## src/rtl/buzzer_lockout_arbiter.sv

```systemverilog
// Fastest-finger-first front end. Each button is synchronised, debounced and
// edge-detected independently; the first press of an armed round wins and locks out the rest.

module buzzer_lane #(
  parameter int DEBOUNCE_CYCLES = 16
) (
  input  logic clk,
  input  logic rst,
  input  logic button,
  output logic press
);
  localparam int CW = $clog2(DEBOUNCE_CYCLES + 1);
  localparam logic [CW-1:0] CNT_MAX = CW'(DEBOUNCE_CYCLES);

  logic [1:0]    sync;
  logic [CW-1:0] cnt;
  logic          db;
  logic          db_d;

  always_ff @(posedge clk or posedge rst) begin
    if (rst) begin
      sync <= '0;
      cnt  <= '0;
      db   <= 1'b0;
      db_d <= 1'b0;
    end else begin
      sync <= {sync[0], button};
      if (!sync[1])
        cnt <= '0;
      else if (cnt != CNT_MAX)
        cnt <= cnt + 1'b1;
      // db registered off the counter so a stable press lands two edges after the count fills
      db   <= (cnt == CNT_MAX);
      db_d <= db;
    end
  end

  assign press = db & ~db_d;
endmodule

module buzzer_lockout_arbiter #(
  parameter int N_PLAYERS       = 4,
  parameter int DEBOUNCE_CYCLES = 16,
  parameter int ANSWER_CYCLES   = 1000
) (
  input  logic                 clk,
  input  logic                 rst,
  input  logic                 start,
  input  logic                 clear,
  input  logic [N_PLAYERS-1:0] buttons,
  output logic [3:0]           hex,
  output logic                 winner_valid,
  output logic                 armed,
  output logic                 timed_out
);
  localparam int TW = $clog2(ANSWER_CYCLES);
  localparam logic [TW-1:0] TIMER_LAST = TW'(ANSWER_CYCLES - 1);

  typedef enum logic [1:0] {IDLE, ARMED, LOCKED, TIMEOUT} state_t;

  state_t               state, state_n;
  logic [TW-1:0]        timer, timer_n;
  logic [3:0]           hex_n;
  logic [N_PLAYERS-1:0] press;
  logic                 hit;
  logic [3:0]           win;

  for (genvar i = 0; i < N_PLAYERS; i++) begin : g_lane
    buzzer_lane #(.DEBOUNCE_CYCLES(DEBOUNCE_CYCLES)) u_lane (
      .clk    (clk),
      .rst    (rst),
      .button (buttons[i]),
      .press  (press[i])
    );
  end

  // Scan high to low so the lowest simultaneous index is the one left standing
  always_comb begin
    hit = 1'b0;
    win = 4'd0;
    for (int i = N_PLAYERS - 1; i >= 0; i--) begin
      if (press[i]) begin
        hit = 1'b1;
        win = 4'(i + 1);
      end
    end
  end

  always_comb begin
    state_n = state;
    timer_n = timer;
    hex_n   = hex;
    if (clear) begin
      state_n = IDLE;
      timer_n = '0;
      hex_n   = 4'd0;
    end else begin
      unique case (state)
        IDLE, LOCKED, TIMEOUT: begin
          if (start) begin
            state_n = ARMED;
            timer_n = '0;
            hex_n   = 4'd0;
          end
        end
        ARMED: begin
          if (start) begin
            timer_n = '0;
          end else if (hit) begin
            state_n = LOCKED;
            hex_n   = win;
          end else if (timer == TIMER_LAST) begin
            state_n = TIMEOUT;
            timer_n = '0;
          end else begin
            timer_n = timer + 1'b1;
          end
        end
        default: begin
          state_n = IDLE;
          timer_n = '0;
          hex_n   = 4'd0;
        end
      endcase
    end
  end

  always_ff @(posedge clk or posedge rst) begin
    if (rst) begin
      state        <= IDLE;
      timer        <= '0;
      hex          <= 4'd0;
      winner_valid <= 1'b0;
      armed        <= 1'b0;
      timed_out    <= 1'b0;
    end else begin
      state        <= state_n;
      timer        <= timer_n;
      hex          <= hex_n;
      winner_valid <= (state_n == LOCKED);
      armed        <= (state_n == ARMED);
      timed_out    <= (state_n == TIMEOUT);
    end
  end
endmodule

```

## config.mk

```make
export PLATFORM = sky130hd
export DESIGN_NAME = buzzer_lockout_arbiter
export DESIGN_NICKNAME = d
export VERILOG_FILES = /design/src/rtl/buzzer_lockout_arbiter.sv
export SDC_FILE = /design/constraint.sdc
export NUM_CORES = 1
export LEC_CHECK = 0
export ABC_AREA = 1
export CELL_PAD_IN_SITES_DETAIL_PLACEMENT = 1
export CELL_PAD_IN_SITES_GLOBAL_PLACEMENT = 1
export CORE_UTILIZATION = 40
export CTS_BUF_LIST = sky130_fd_sc_hd__clkbuf_4 sky130_fd_sc_hd__clkbuf_8 sky130_fd_sc_hd__clkbuf_16
export DETAILED_ROUTE_END_ITERATION = 6
export GPL_TIMING_DRIVEN = 0
export PLACE_DENSITY = 0.71
export SLEW_MARGIN = 20
export SYNTH_ARGS = -nofsm -noshare
export SYNTH_HDL_FRONTEND = slang
export SYNTH_HIERARCHICAL = 1
export SYNTH_SLANG_ARGS = --single-unit
```

## constraint.sdc

```tcl
create_clock -name clk -period 1.3 [get_ports clk]
set_input_delay 0.13 -clock clk [delete_from_list [all_inputs] [get_ports clk]]
set_output_delay 0.13 -clock clk [all_outputs]
set_load 0.005 [all_outputs]
```

Word level (Yosys, flattened, before mapping):

Index checks and enable logic that the tools add are counted.

* add/subtract/negate cells: 5
* equal/unequal tests: 23
* multiplexer cells: 33
* bitwise gates (word level): 8
* reduce and logical (&&, ||, !) cells: 4

Operator list (count)
* 2-to-1 mux 10 bit: 5
* 2-to-1 mux 5 bit: 8
* 2-to-1 mux 4 bit: 7
* adder 5 x 1 -> 5 bit, second input constant: 4
* == test 5 bit, second input constant: 4
* inequality test 5 bit, second input constant: 4
* one-hot mux 10 bit (2 select lines): 1
* adder 10 x 1 -> 10 bit, second input constant: 1
* == test 10 bit, second input constant: 1
* 2-to-1 mux 2 bit: 5
* inequality test 3 bit, second input constant: 3
* == test 2 bit, second input constant: 4
* inequality test 2 bit, second input constant: 4
* one-hot mux 4 bit (2 select lines): 1
* AND 1 bit: 4
* == test 2 x 1 -> 1 bit, second input constant: 2
* 2-to-1 mux 1 bit: 4
* inequality test 4 bit, second input constant: 1
* NOT 1 bit: 4
* one-hot mux 2 bit (2 select lines): 1
* 2-to-1 mux 3 bit: 1
* AND reduction 3 bit: 1
* OR reduction 3 bit: 1
* logical NOT 2 bit: 1
* AND reduction 2 bit: 1

* flip-flop bits (word level): 55

Logic depth before layout (Yosys ltp):

Gate-level depths: netlist (run 1).

* depth in word-level cells: 11
* mapped depth: 9

Modules after synthesis:

Netlist (run 1), hierarchy kept.

Modules (own cells, without submodules)
* buzzer_lane: times used 4, cells an instance 46, area an instance 407.9 um^2, sequential area each 225.2 um^2
* buzzer_lockout_arbiter: times used 1, cells an instance 140, area an instance 1051.0 um^2, sequential area each 450.4 um^2

Worst setup path after synthesis (run 1):

Ideal clock, no wire load.

* path type: register to register
* start point: register timer[0]
* end point: register timed_out
* setup time: 119 ps
* arrival time: 1094 ps
* path slack: 87 ps
* stages on the path, launching flop included: 7
* period minus slack after synthesis: 1213 ps
* path through: dfrtp_1 ha_1 nand2_1 inv_1 nand3_4 a21o_1 nor2_1

* cells in the longest elaborated chain, start to end: 7

Ends and longest elaborated chain
* start, declared: RTL line 62 `logic [TW-1:0] timer, timer_n;`
* start signal, assigned: RTL line 138 `timer <= timer_n;`
* == test 10 bit: RTL line 112 `end else if (timer == TIMER_LAST) begin`
* 2-to-1 mux 2 bit: RTL line 112
* 2-to-1 mux 2 bit: RTL line 109 `end else if (hit) begin`
* 2-to-1 mux 2 bit: RTL line 107 `if (start) begin`
* one-hot mux 2 bit (2 select lines): RTL line 98 `unique case (state)`
* 2-to-1 mux 2 bit: RTL line 93 `if (clear) begin`
* == test 2 bit: RTL line 142 `timed_out <= (state_n == TIMEOUT);`
* end signal, assigned: RTL line 142
* end, declared: RTL line 54 `output logic timed_out`

Every way passes these cells.
A chain may end at the register's enable or synchronous reset.

Worst setup path after layout (run 1):

* start point: register g_lane[2].u_lane.db
* end point: register timer[9]

* cells in the longest elaborated chain, start to end: 6

Ends and longest elaborated chain
* start, declared: RTL line 17 `logic db;`
* start signal, assigned: RTL line 33 `db <= (cnt == CNT_MAX);`
* AND 1 bit: RTL line 38 `assign press = db & ~db_d;`
* via press[2]: RTL line 64 `logic [N_PLAYERS-1:0] press;`
* 2-to-1 mux 1 bit (3 in series): RTL line 82 `if (press[i]) begin`
* inequality test 4 bit (no source line)
* AND reduction 2 bit (no source line)

The timed path passes the listed nets, and every way through them passes these cells.

==> run_results.csv, run 1 <==
group,metric,value,unit
worst_setup_path,path_cells,"inv_2, nor2_4, nor2_4, nand3_4, nor2_4, nand2_4, o21bai_4",
cells_and_area,postLayoutCellArea,3250,um^2
worst_hold_path,hold_class,"input port to async pin",
pwr,ir_drop,0.512,mV
die,core,6420,um^2
clocking,hold_buffers,0,
route,routedWlPerCell,12.4,um
pwr,leakagePower,1.64,nW
clocking,numCtsBuffers,5,
logic_synthesis,synth_ff_type,"dfrtp_1",
logic_synthesis,avgSynthCellArea,8.28,um^2
global_routing,gr-total-overflow,0,
pwr,p_per_area,1010,nW/um^2
logic_synthesis,synth_top_area_frac,0.504,
timing,setup-violations-final,2,
worst_setup_path,cp-end-kind,"flop",
timing,rsz0062_at_grt,"yes",
placement,place_area,2910,um^2
timing,relSlewSlack,0.540,
die,rows,29,
die,die_area,7040,um^2
logic_synthesis,synth_compound_area_frac,0.0415,
timing,fin_crit,1.30,ns
status,violations,"design-rule violations, negative setup slack",
logic_synthesis,yosysUniqueCellTypes,26,
logic_synthesis,synth_cells,324,
worst_setup_path,slowest_delay,0.42,ns
logic_synthesis,synth_top_family_by_area,"simple AND/OR/NAND/NOR gates",
worst_setup_path,crit_path_start,"g_lane[2].u_lane/db",
global_routing,grt_pass1_vias,2223,
clocking,cts_tree,"built",
placement,portBuffers,13,
route,drt-total-wl,5.44,mm
worst_setup_path,critPathMaxFanout,5,
global_routing,antenna_found_initial,0,
die,dieWidth,83.9,um
timing,slew_violations,0,
global_routing,grtUsageTotal,0.176,
route,first_pass_iters,6,
worst_setup_path,reg2reg_from,"g_lane[2].u_lane/db",
timing,skew,0.00401,ns
global_routing,grt_first_pass_wirelength,9.92,mm
logic_synthesis,synth_nets,341,
logic_synthesis,synthMuxAreaShare,0,
route,ant_nets,0,
logic_synthesis,syn-cell-area,2680,um^2
clocking,htree_num_levels,2,
route,drtIter0Drc,85,
global_routing,met3_usage,0.0237,
cells_and_area,final_cells,437,
placement,dp.cells,414,
clocking,cts_root_buffer,"clkbuf_8",
logic_synthesis,synthTopCellsByArea,"dfrtp_1, nand2_1, inv_1",
timing,hold_viol,0,
logic_synthesis,synthSimpleGateAreaFrac,0.327,
logic_synthesis,synth_fa_ha_area_frac,0.0420,
worst_setup_path,required,1.54,ns
clocking,cts_sinks,54,
die,start_util,0.418,
pwr,p_total,3.28,mW
worst_setup_path,slowest_stage,"dfrtp_1",
global_routing,grt_use_met1,0.217,
worst_setup_path,crit_type,"flop to flop",
timing,period_share,1.00,
timing,fmax,0.767,GHz
clocking,cts.path.max_buffers,2,
die,dieHeight,83.9,um
worst_setup_path,start_kind,"flop",
logic_synthesis,synth_edf_count,0,
global_routing,top_usage_layer,"met2",
cells_and_area,antenna_cells,0,
worst_setup_path,crit_top_cell,"nor2_4",
cells_and_area,nFillCells,780,
clocking,clock_latency,0.31,ns
logic_synthesis,synth-seq-area-share,0.504,
job,drv_cap,0,
logic_synthesis,yosys_register_bits,54,
logic_synthesis,yosysTopAreaCell,"dfrtp_1",
timing,tightest_slew,0.689,ns
logic_synthesis,yosys-top-cells-count,"nand2_1, dfrtp_1, inv_1",
placement,place.detailed.hpwl,4.00,mm
die,ios,15,
route,drc,1,
logic_synthesis,async_flop_share,1.00,
route,viasPerCell,4.82,
logic_synthesis,synth_xor_area_frac,0.00326,
global_routing,met2_usage,0.314,
global_routing,grt_max_degree,19,
route,vias,2105,
logic_synthesis,yosysMostFrequentCell,"nand2_1",
status,run_status,"finished, violations left",
clocking,path_clk_slew,0.10,ns
cells_and_area,layout-drive-gt1-share,0.206,
cells_and_area,nNetsFinal,376,
logic_synthesis,synth_warnings,6,
cells_and_area,syn_to_final_growth,21.3,%
worst_setup_path,crit_arrival,1.55,ns
placement,place_congestion,0.760,
timing,layout_setup_ws,-0.00331,ns
-- cell type report --
type,count,area (um^2),area share
sequential,54,1350,0.415
multi-input combinational,213,1220,0.374
timing repair buffer,28,245,0.0754
inverter,56,215,0.0662
tap,77,96.3,0.0296
clock buffer,6,82.6,0.0254
clock inverter,2,38.8,0.0119
buffer,1,7.51,0.00231
-- kinds of logic (layout without fill, tap and decap cells) --
| logic type | after synthesis | after routing |
|---|---|---|
| buffers and inverters | 57 | 93 |
| other | 1 | 1 |
| AOI/OAI and AO/OA | 18 | 18 |
| and+or+nand+nor | 184 | 184 |
| DFF | 54 | 54 |
| xor gates and xnor gates | 1 | 1 |
| adders and majority gates | 9 | 9 |
-- state kept, by name, indices dropped and copies added (netlist names) --
name / cells
g_lane.u_lane/cnt: 20
timer: 10
g_lane.u_lane/sync: 8
g_lane.u_lane/db: 4
g_lane.u_lane/db_d: 4
hex: 3
state: 2
armed: 1
timed_out: 1
winner_valid: 1
-- stage by stage --
step,setup TNS (ns),hold slack (ns),setup slack [ns],util
after floorplan,0,-0.0421,0.0870,-
after global placement,-1.14,0.331,-0.142,0.453
after detailed placement,-1.44,0.336,-0.173,0.453
after CTS,-0.0710,0.238,-0.0228,0.489
after global routing,-1.03,0.236,-0.0986,0.507
final,-0.00527,0.208,-0.00331,0.507
-- worst max-delay path: cells and delay by family, from the launching register on --
kind,cells,cell delay (ns)
compound gates,1,0.12
buf+inv,1,0.08
simple gates,5,0.63
flops,1,0.42
-- final timing paths --
kind,endpoint,slack [ns],depth (start not counted)
worst max-delay path,timer[9],-0.003,7
worst min register to register,g_lane[3].u_lane/sync[1],0.36,0
worst max register to register,timer[9],-0.003,7
min in group clk,g_lane[0].u_lane/sync[0],0.25,1
worst min-delay path,g_lane[2].u_lane/cnt[0],0.21,2
max in group asynchronous,timed_out,0.51,2
-- cell usage in the layout, fill, tap and decap left out, types with 2 or more instances in the layout --
cell | Yosys | layout
nand2_1 | 74 | 71
dfrtp_1 | 54 | 54
inv_1 | 51 | 45
nor2_1 | 47 | 41
nand3_1 | 33 | 33
buf_4 | 1 | 15
nor2_4 | 7 | 12
nand2_2 | 10 | 11
clkdlybuf4s50_1 | 0 | 9
ha_1 | 9 | 8
clkbuf_8 | 0 | 6
inv_2 | 1 | 5
o21ai_0 | 8 | 4
nand4_1 | 4 | 4
clkinv_1 | 4 | 4
nor3_2 | 4 | 4
nand2_4 | 1 | 3
o21ai_2 | 2 | 3
nor2_2 | 2 | 3
o21ai_1 | 0 | 3
dlygate4sd2_1 | 0 | 3
nand3_4 | 1 | 2
inv_4 | 0 | 2
o22ai_2 | 0 | 2
a21oi_1 | 3 | 2
-- report_power, final --
part           internal, mW  total (mW)  switching [mW]
clock network         0.634        1.21           0.578
registers              1.73        1.78          0.0543
logic                 0.114       0.284           0.170
-- routing by layer --
metal,part of all wire,up-vias
met2,0.52,16
li1,-,1063
met1,0.45,1019
met4,0.015,0
met5,0,-
met3,0.019,7
-- repair_timing --
action                                  in CTS  in global routing
buffers inserted                             8                  7
resized for setup                           19                 22
endpoints found under the setup margin      20                 17
pin swaps                                    8                  9
Note: power is estimated with default switching activity, not from simulation.
==> run 2: changes to the inputs <==
--- a/config.mk
+++ b/config.mk
@@ -13,6 +13,7 @@
 export DETAILED_ROUTE_END_ITERATION = 6
 export GPL_TIMING_DRIVEN = 0
 export PLACE_DENSITY = 0.71
+export SKIP_LAST_GASP = 1
 export SLEW_MARGIN = 20
 export SYNTH_ARGS = -nofsm -noshare
 export SYNTH_HDL_FRONTEND = slang
==> run_results.csv, run 2 (synthesized netlist as in run 1, its figures left out) <==
group,metric,value,unit
status,run_status,"finished, violations left",
status,violations,"design-rule violations, negative setup slack",
clocking,cts_tree,"built",
placement,portBuffers,13,
route,first_pass_iters,6,
timing,rsz0062_at_grt,"yes",
timing,skew,0.00429,ns
worst_hold_path,hold_class,"input port to async pin",
die,core,6420,um^2
timing,slew_violations,0,
worst_setup_path,reg2reg_from,"g_lane[2].u_lane/db",
job,drv_cap,0,
timing,hold_viol,0,
global_routing,grt_pass1_vias,2223,
global_routing,gr-total-overflow,0,
clocking,hold_buffers,0,
pwr,p_int,2.48,mW
cells_and_area,nFillCells,781,
route,drtIter0Drc,86,
cells_and_area,largest_register_ffs,20,
timing,layout_setup_ws,-0.00245,ns
global_routing,grt_first_pass_wirelength,9.92,mm
cells_and_area,top_register,"g_lane.u_lane/cnt",
timing,tightest_slew,0.689,ns
worst_setup_path,r2r-end,"timer[9]",
clocking,cts.path.max_buffers,2,
cells_and_area,antenna_cells,0,
pwr,leakagePower,1.64,nW
route,drt-total-wl,5.44,mm
pwr,p_clk_frac,0.370,
clocking,numCtsBuffers,5,
cells_and_area,reg_top3,"g_lane.u_lane/cnt: 20 flops, timer: 10 flops, g_lane.u_lane/sync: 8 flops",
route,vias,2106,
route,highest_layer,"met4",
route,viasPerCell,4.82,
worst_setup_path,rrSetupSlack,-0.002,ns
clocking,clock_latency,0.31,ns
global_routing,grtUsageTotal,0.176,
route,wl_met2,2.81,mm
die,die_area,7040,um^2
clocking,cts_sinks,54,
die,dieWidth,83.9,um
worst_setup_path,cp-end-kind,"flop",
die,rows,29,
pwr,power.sequential.fraction,0.544,
cells_and_area,nNetsFinal,376,
route,ant_nets,0,
global_routing,antenna_found_initial,0,
placement,place_area,2910,um^2
route,routedLengthMet1,2.45,mm
timing,relSlewSlack,0.540,
cells_and_area,postLayoutCellArea,3250,um^2
worst_setup_path,critPathMaxFanout,5,
pwr,swShare,0.244,
pwr,ir_drop,0.512,mV
worst_setup_path,crit_arrival,1.55,ns
cells_and_area,final_cell_mix,"nand2_1, dfrtp_1, inv_1, nor2_1, nand3_1",
timing,period_share,1.00,
cells_and_area,final_common_cell,"nand2_1",
die,start_util,0.418,
timing,tns,-0.00321,ns
placement,place_congestion,0.760,
clocking,path_clk_slew,0.10,ns
timing,fin_crit,1.30,ns
placement,place.detailed.hpwl,4.00,mm
clocking,cts_root_buffer,"clkbuf_8",
pwr,p_per_area,1010,nW/um^2
global_routing,grt_max_degree,19,
route,route.met3.wl,102,um
pwr,p_comb_frac,0.086,
die,ios,15,
placement,place_ws,-0.173,ns
worst_setup_path,required,1.54,ns
worst_setup_path,rr_worst_depth,7,
clocking,htree_num_levels,2,
worst_setup_path,start_kind,"flop",
worst_setup_path,crit_type,"flop to flop",
pwr,power_switching,0.801,mW
timing,fmax,0.768,GHz
cells_and_area,syn_to_final_growth,21.1,%
route,routedWlPerCell,12.4,um
cells_and_area,layout-drive-gt1-share,0.203,
die,dieHeight,83.9,um
route,drc,1,
timing,setup-violations-final,2,
[run 2: cell counts in the layout (fill, tap and decap cells not counted)]
Identical to the previous run, type by type.
[run 2: routing by layer]
layer,vias to the layer above,track usage
met3,7,0.0237
li1,1063,-
met1,1020,0.217
met4,0,0.0658
met5,-,0
met2,16,0.314
[run 2: timing repair]
action,4_1_cts,5_1_grt
setup endpoints to repair,20,17
pin swaps,8,9
buffers inserted,8,7
gates cloned,0,0
gates resized for setup,19,19
[run 2: worst max-delay path, cell delays in order, from the launching register on]
cell and delay, ns:
dfrtp_1 0.42, inv_2 0.08, nor2_4 0.05, nor2_4 0.15, nand3_4 0.12, nor2_4 0.19
nand2_4 0.12, o21bai_4 0.12
[run 2: power groups by stage]
stage	logic [mW]	registers, mW	clock network (mW)
final	0.282	1.78	1.21
after detailed placement	0.264	1.82	0
after global placement	0.253	1.82	0
after CTS	0.285	1.78	1.24
after floorplan	0.187	1.80	0
after global routing	0.324	1.79	1.31
[run 2: metrics by stage]
stage	cells	hold WS, ns	power, mW	util
5_1_grt	437	0.236	3.43	0.506
3_5_place_dp	414	0.336	2.08	0.453
2_1_floorplan	324	-0.0421	1.99	-
4_1_cts	430	0.238	3.31	0.489
3_3_place_gp	414	0.331	2.07	0.453
6_report	437	0.208	3.28	0.506
[run 2: worst max path at each step]
stage                             start        end  slack (ns)
floorplan                      timer[0]  timed_out        0.09
global placement    g_lane[0].u_lane/db   timer[0]       -0.14
detailed placement  g_lane[2].u_lane/db   timer[5]       -0.17
CTS                 g_lane[3].u_lane/db   timer[9]       -0.02
global route        g_lane[2].u_lane/db   timer[9]        -0.1
finish              g_lane[2].u_lane/db   timer[9]      -0.002
[run 2: area by class of cell]
type                    count  area [um^2]  area share
well taps                  77         96.3      0.0296
flip-flops and latches     54         1350       0.416
plain buffers               1         7.51     0.00231
clock inverters             2         38.8      0.0119
clock buffers               6         82.6      0.0254
inverters                  56          215      0.0662
repair buffers             28          245      0.0755
multi-input cells         213         1210       0.373
==> run 3: changes to the inputs <==
--- a/config.mk
+++ b/config.mk
@@ -8,6 +8,7 @@
 export ABC_AREA = 1
 export CELL_PAD_IN_SITES_DETAIL_PLACEMENT = 1
 export CELL_PAD_IN_SITES_GLOBAL_PLACEMENT = 1
+export CORE_MARGIN = 2
 export CORE_UTILIZATION = 40
 export CTS_BUF_LIST = sky130_fd_sc_hd__clkbuf_4 sky130_fd_sc_hd__clkbuf_8 sky130_fd_sc_hd__clkbuf_16
 export DETAILED_ROUTE_END_ITERATION = 6
==> run_results.csv, run 3 (synthesized netlist as in run 1, its figures left out) <==
group,metric,value,unit
timing,period_share,0.985,
route,ant_nets,0,
timing,rsz0062_at_grt,"yes",
route,first_pass_iters,5,
timing,skew,0.00292,ns
die,die_area,7380,um^2
route,vias,2018,
timing,tightest_slew,0.735,ns
timing,slew_violations,0,
worst_setup_path,rr_worst_depth,8,
die,dieWidth,85.9,um
worst_setup_path,worst-path-buf-inv,3,
route,routedWlPerCell,12.0,um
placement,portBuffers,13,
placement,place_congestion,0.783,
timing,fmax,0.781,GHz
clocking,path_clk_slew,0.09,ns
timing,fin_crit,1.28,ns
worst_setup_path,cp-end-kind,"flop",
clocking,cts.path.max_buffers,2,
die,dieHeight,85.9,um
placement,place.detailed.hpwl,3.94,mm
cells_and_area,largest_register_ffs,20,
worst_setup_path,r2r-end,"timed_out",
pwr,p_per_area,971,nW/um^2
worst_setup_path,reg2reg_from,"g_lane[2].u_lane/db",
worst_setup_path,cp_top_family,"flip-flops",
worst_setup_path,required,1.50,ns
cells_and_area,multiInputGateArea,1210,um^2
cells_and_area,seq_area,1350,um^2
worst_setup_path,path_cells,"inv_2, nor2_4, nor2_4, nand3_4, buf_4, inv_2, a21o_1, nor2_1",
cells_and_area,nNetsFinal,369,
timing,setup-violations-final,0,
cells_and_area,syn_to_final_growth,17.7,%
job,drv_cap,0,
worst_setup_path,rrSetupSlack,0.02,ns
route,drt-total-wl,5.14,mm
cells_and_area,nFillCells,763,
worst_setup_path,start_kind,"flop",
cells_and_area,final_cells,430,
global_routing,gr-total-overflow,0,
cells_and_area,antenna_cells,0,
die,start_util,0.418,
worst_setup_path,critPathMaxFanout,4,
status,run_status,"complete, no violations",
cells_and_area,reg_top3,"g_lane.u_lane/cnt: 20 flops, timer: 10 flops, g_lane.u_lane/sync: 8 flops",
worst_setup_path,crit_arrival,1.48,ns
clocking,cts_sinks,54,
global_routing,grt_first_pass_wirelength,9.42,mm
die,core,6420,um^2
global_routing,antenna_found_initial,0,
clocking,hold_buffers,0,
placement,dp.cells,414,
global_routing,grt_pass1_vias,2138,
cells_and_area,top_register,"g_lane.u_lane/cnt",
worst_setup_path,crit_type,"flop to flop",
route,viasPerCell,4.69,
global_routing,grt_max_degree,19,
die,rows,29,
worst_setup_path,slowest_stage,"dfrtp_1",
clocking,clock_latency,0.30,ns
timing,tns,0,ns
route,drc,0,
cells_and_area,final_cell_mix,"nand2_1, dfrtp_1, inv_1, nor2_1, nand3_1",
worst_setup_path,slowest_delay,0.41,ns
clocking,htree_num_levels,2,
die,ios,15,
cells_and_area,final_common_cell,"nand2_1",
cells_and_area,layout-drive-gt1-share,0.190,
global_routing,grtUsageTotal,0.159,
worst_hold_path,hold_class,"input port to async pin",
clocking,cts_tree,"built",
route,drtIter0Drc,63,
clocking,numCtsBuffers,5,
timing,relSlewSlack,0.509,
timing,hold_viol,0,
clocking,cts_root_buffer,"clkbuf_8",
pwr,leakagePower,1.57,nW
pwr,ir_drop,0.513,mV
## run 3: cell count changes in the layout (fill, tap and decap cells not counted), sizes merged
| cell | before | now |
|---|---|---|
| dlymetal6s2s | 1 | 0 |
| bufinv | 1 | 0 |
| clkdlybuf4s50 | 9 | 10 |
| buf | 16 | 9 |
| clkbuf | 6 | 7 |
## run 3: through the flow
step / power (mW) / hold slack (ns) / util / setup slack, ns / instance area, um^2
6_report: 3.07 / 0.214 / 0.492 / 0.0195 / 3160
5_1_grt: 3.24 / 0.237 / 0.492 / -0.0725 / 3160
4_1_cts: 3.12 / 0.228 / 0.482 / -0.0125 / 3090
3_5_place_dp: 2.08 / 0.336 / 0.453 / -0.156 / 2910
3_3_place_gp: 2.07 / 0.332 / 0.453 / -0.124 / 2910
2_1_floorplan: 1.99 / -0.0421 / - / 0.0870 / 2680
## run 3: area by class of cell
class / count / area share
clock inverter: 1 / 0.00277
timing repair buffer: 21 / 0.0590
sequential: 54 / 0.428
tap: 77 / 0.0305
multi-input combinational: 213 / 0.382
clock buffer: 7 / 0.0285
inverter: 56 / 0.0666
buffer: 1 / 0.00238
## run 3: repair_timing
action | CTS | global route
pin swaps | 8 | 5
resized for setup | 18 | 13
setup buffers | 5 | 3
endpoints found under the setup margin | 18 | 16
## run 3: worst max-delay path by stage
stage,from,end,slack (ns),depth (start not counted)
finish,g_lane[2].u_lane/db,timed_out,0.02,8
global route,timer[1],armed,-0.07,6
CTS,g_lane[3].u_lane/db,timer[5],-0.01,7
detailed placement,timer[0],armed,-0.16,6
global placement,g_lane[0].u_lane/db,timer[0],-0.12,8
floorplan,timer[0],timed_out,0.09,6
## run 3: routing by layer
metal  vias up  part of all wire  GRT usage
met5         -                 0          0
met1       952              0.47      0.196
met3         5             0.022     0.0308
li1       1048                 -          -
met4         0             0.012     0.0476
met2        13              0.50      0.283
## run 3: power breakdown
| group | switching [mW] | total (mW) | internal [mW] |
|---|---|---|---|
| sequential | 0.0542 | 1.78 | 1.73 |
| combinational | 0.167 | 0.279 | 0.111 |
| clock | 0.542 | 1.00 | 0.462 |
## run 3: worst reg2reg max path, delay by kind of cell, from the launching register on
kind | cells | cell delay [ns]
AO/OA/AOI/OAI | 1 | 0.14
buffers and inverters | 3 | 0.29
flip-flops | 1 | 0.41
AND/OR/NAND/NOR | 4 | 0.35
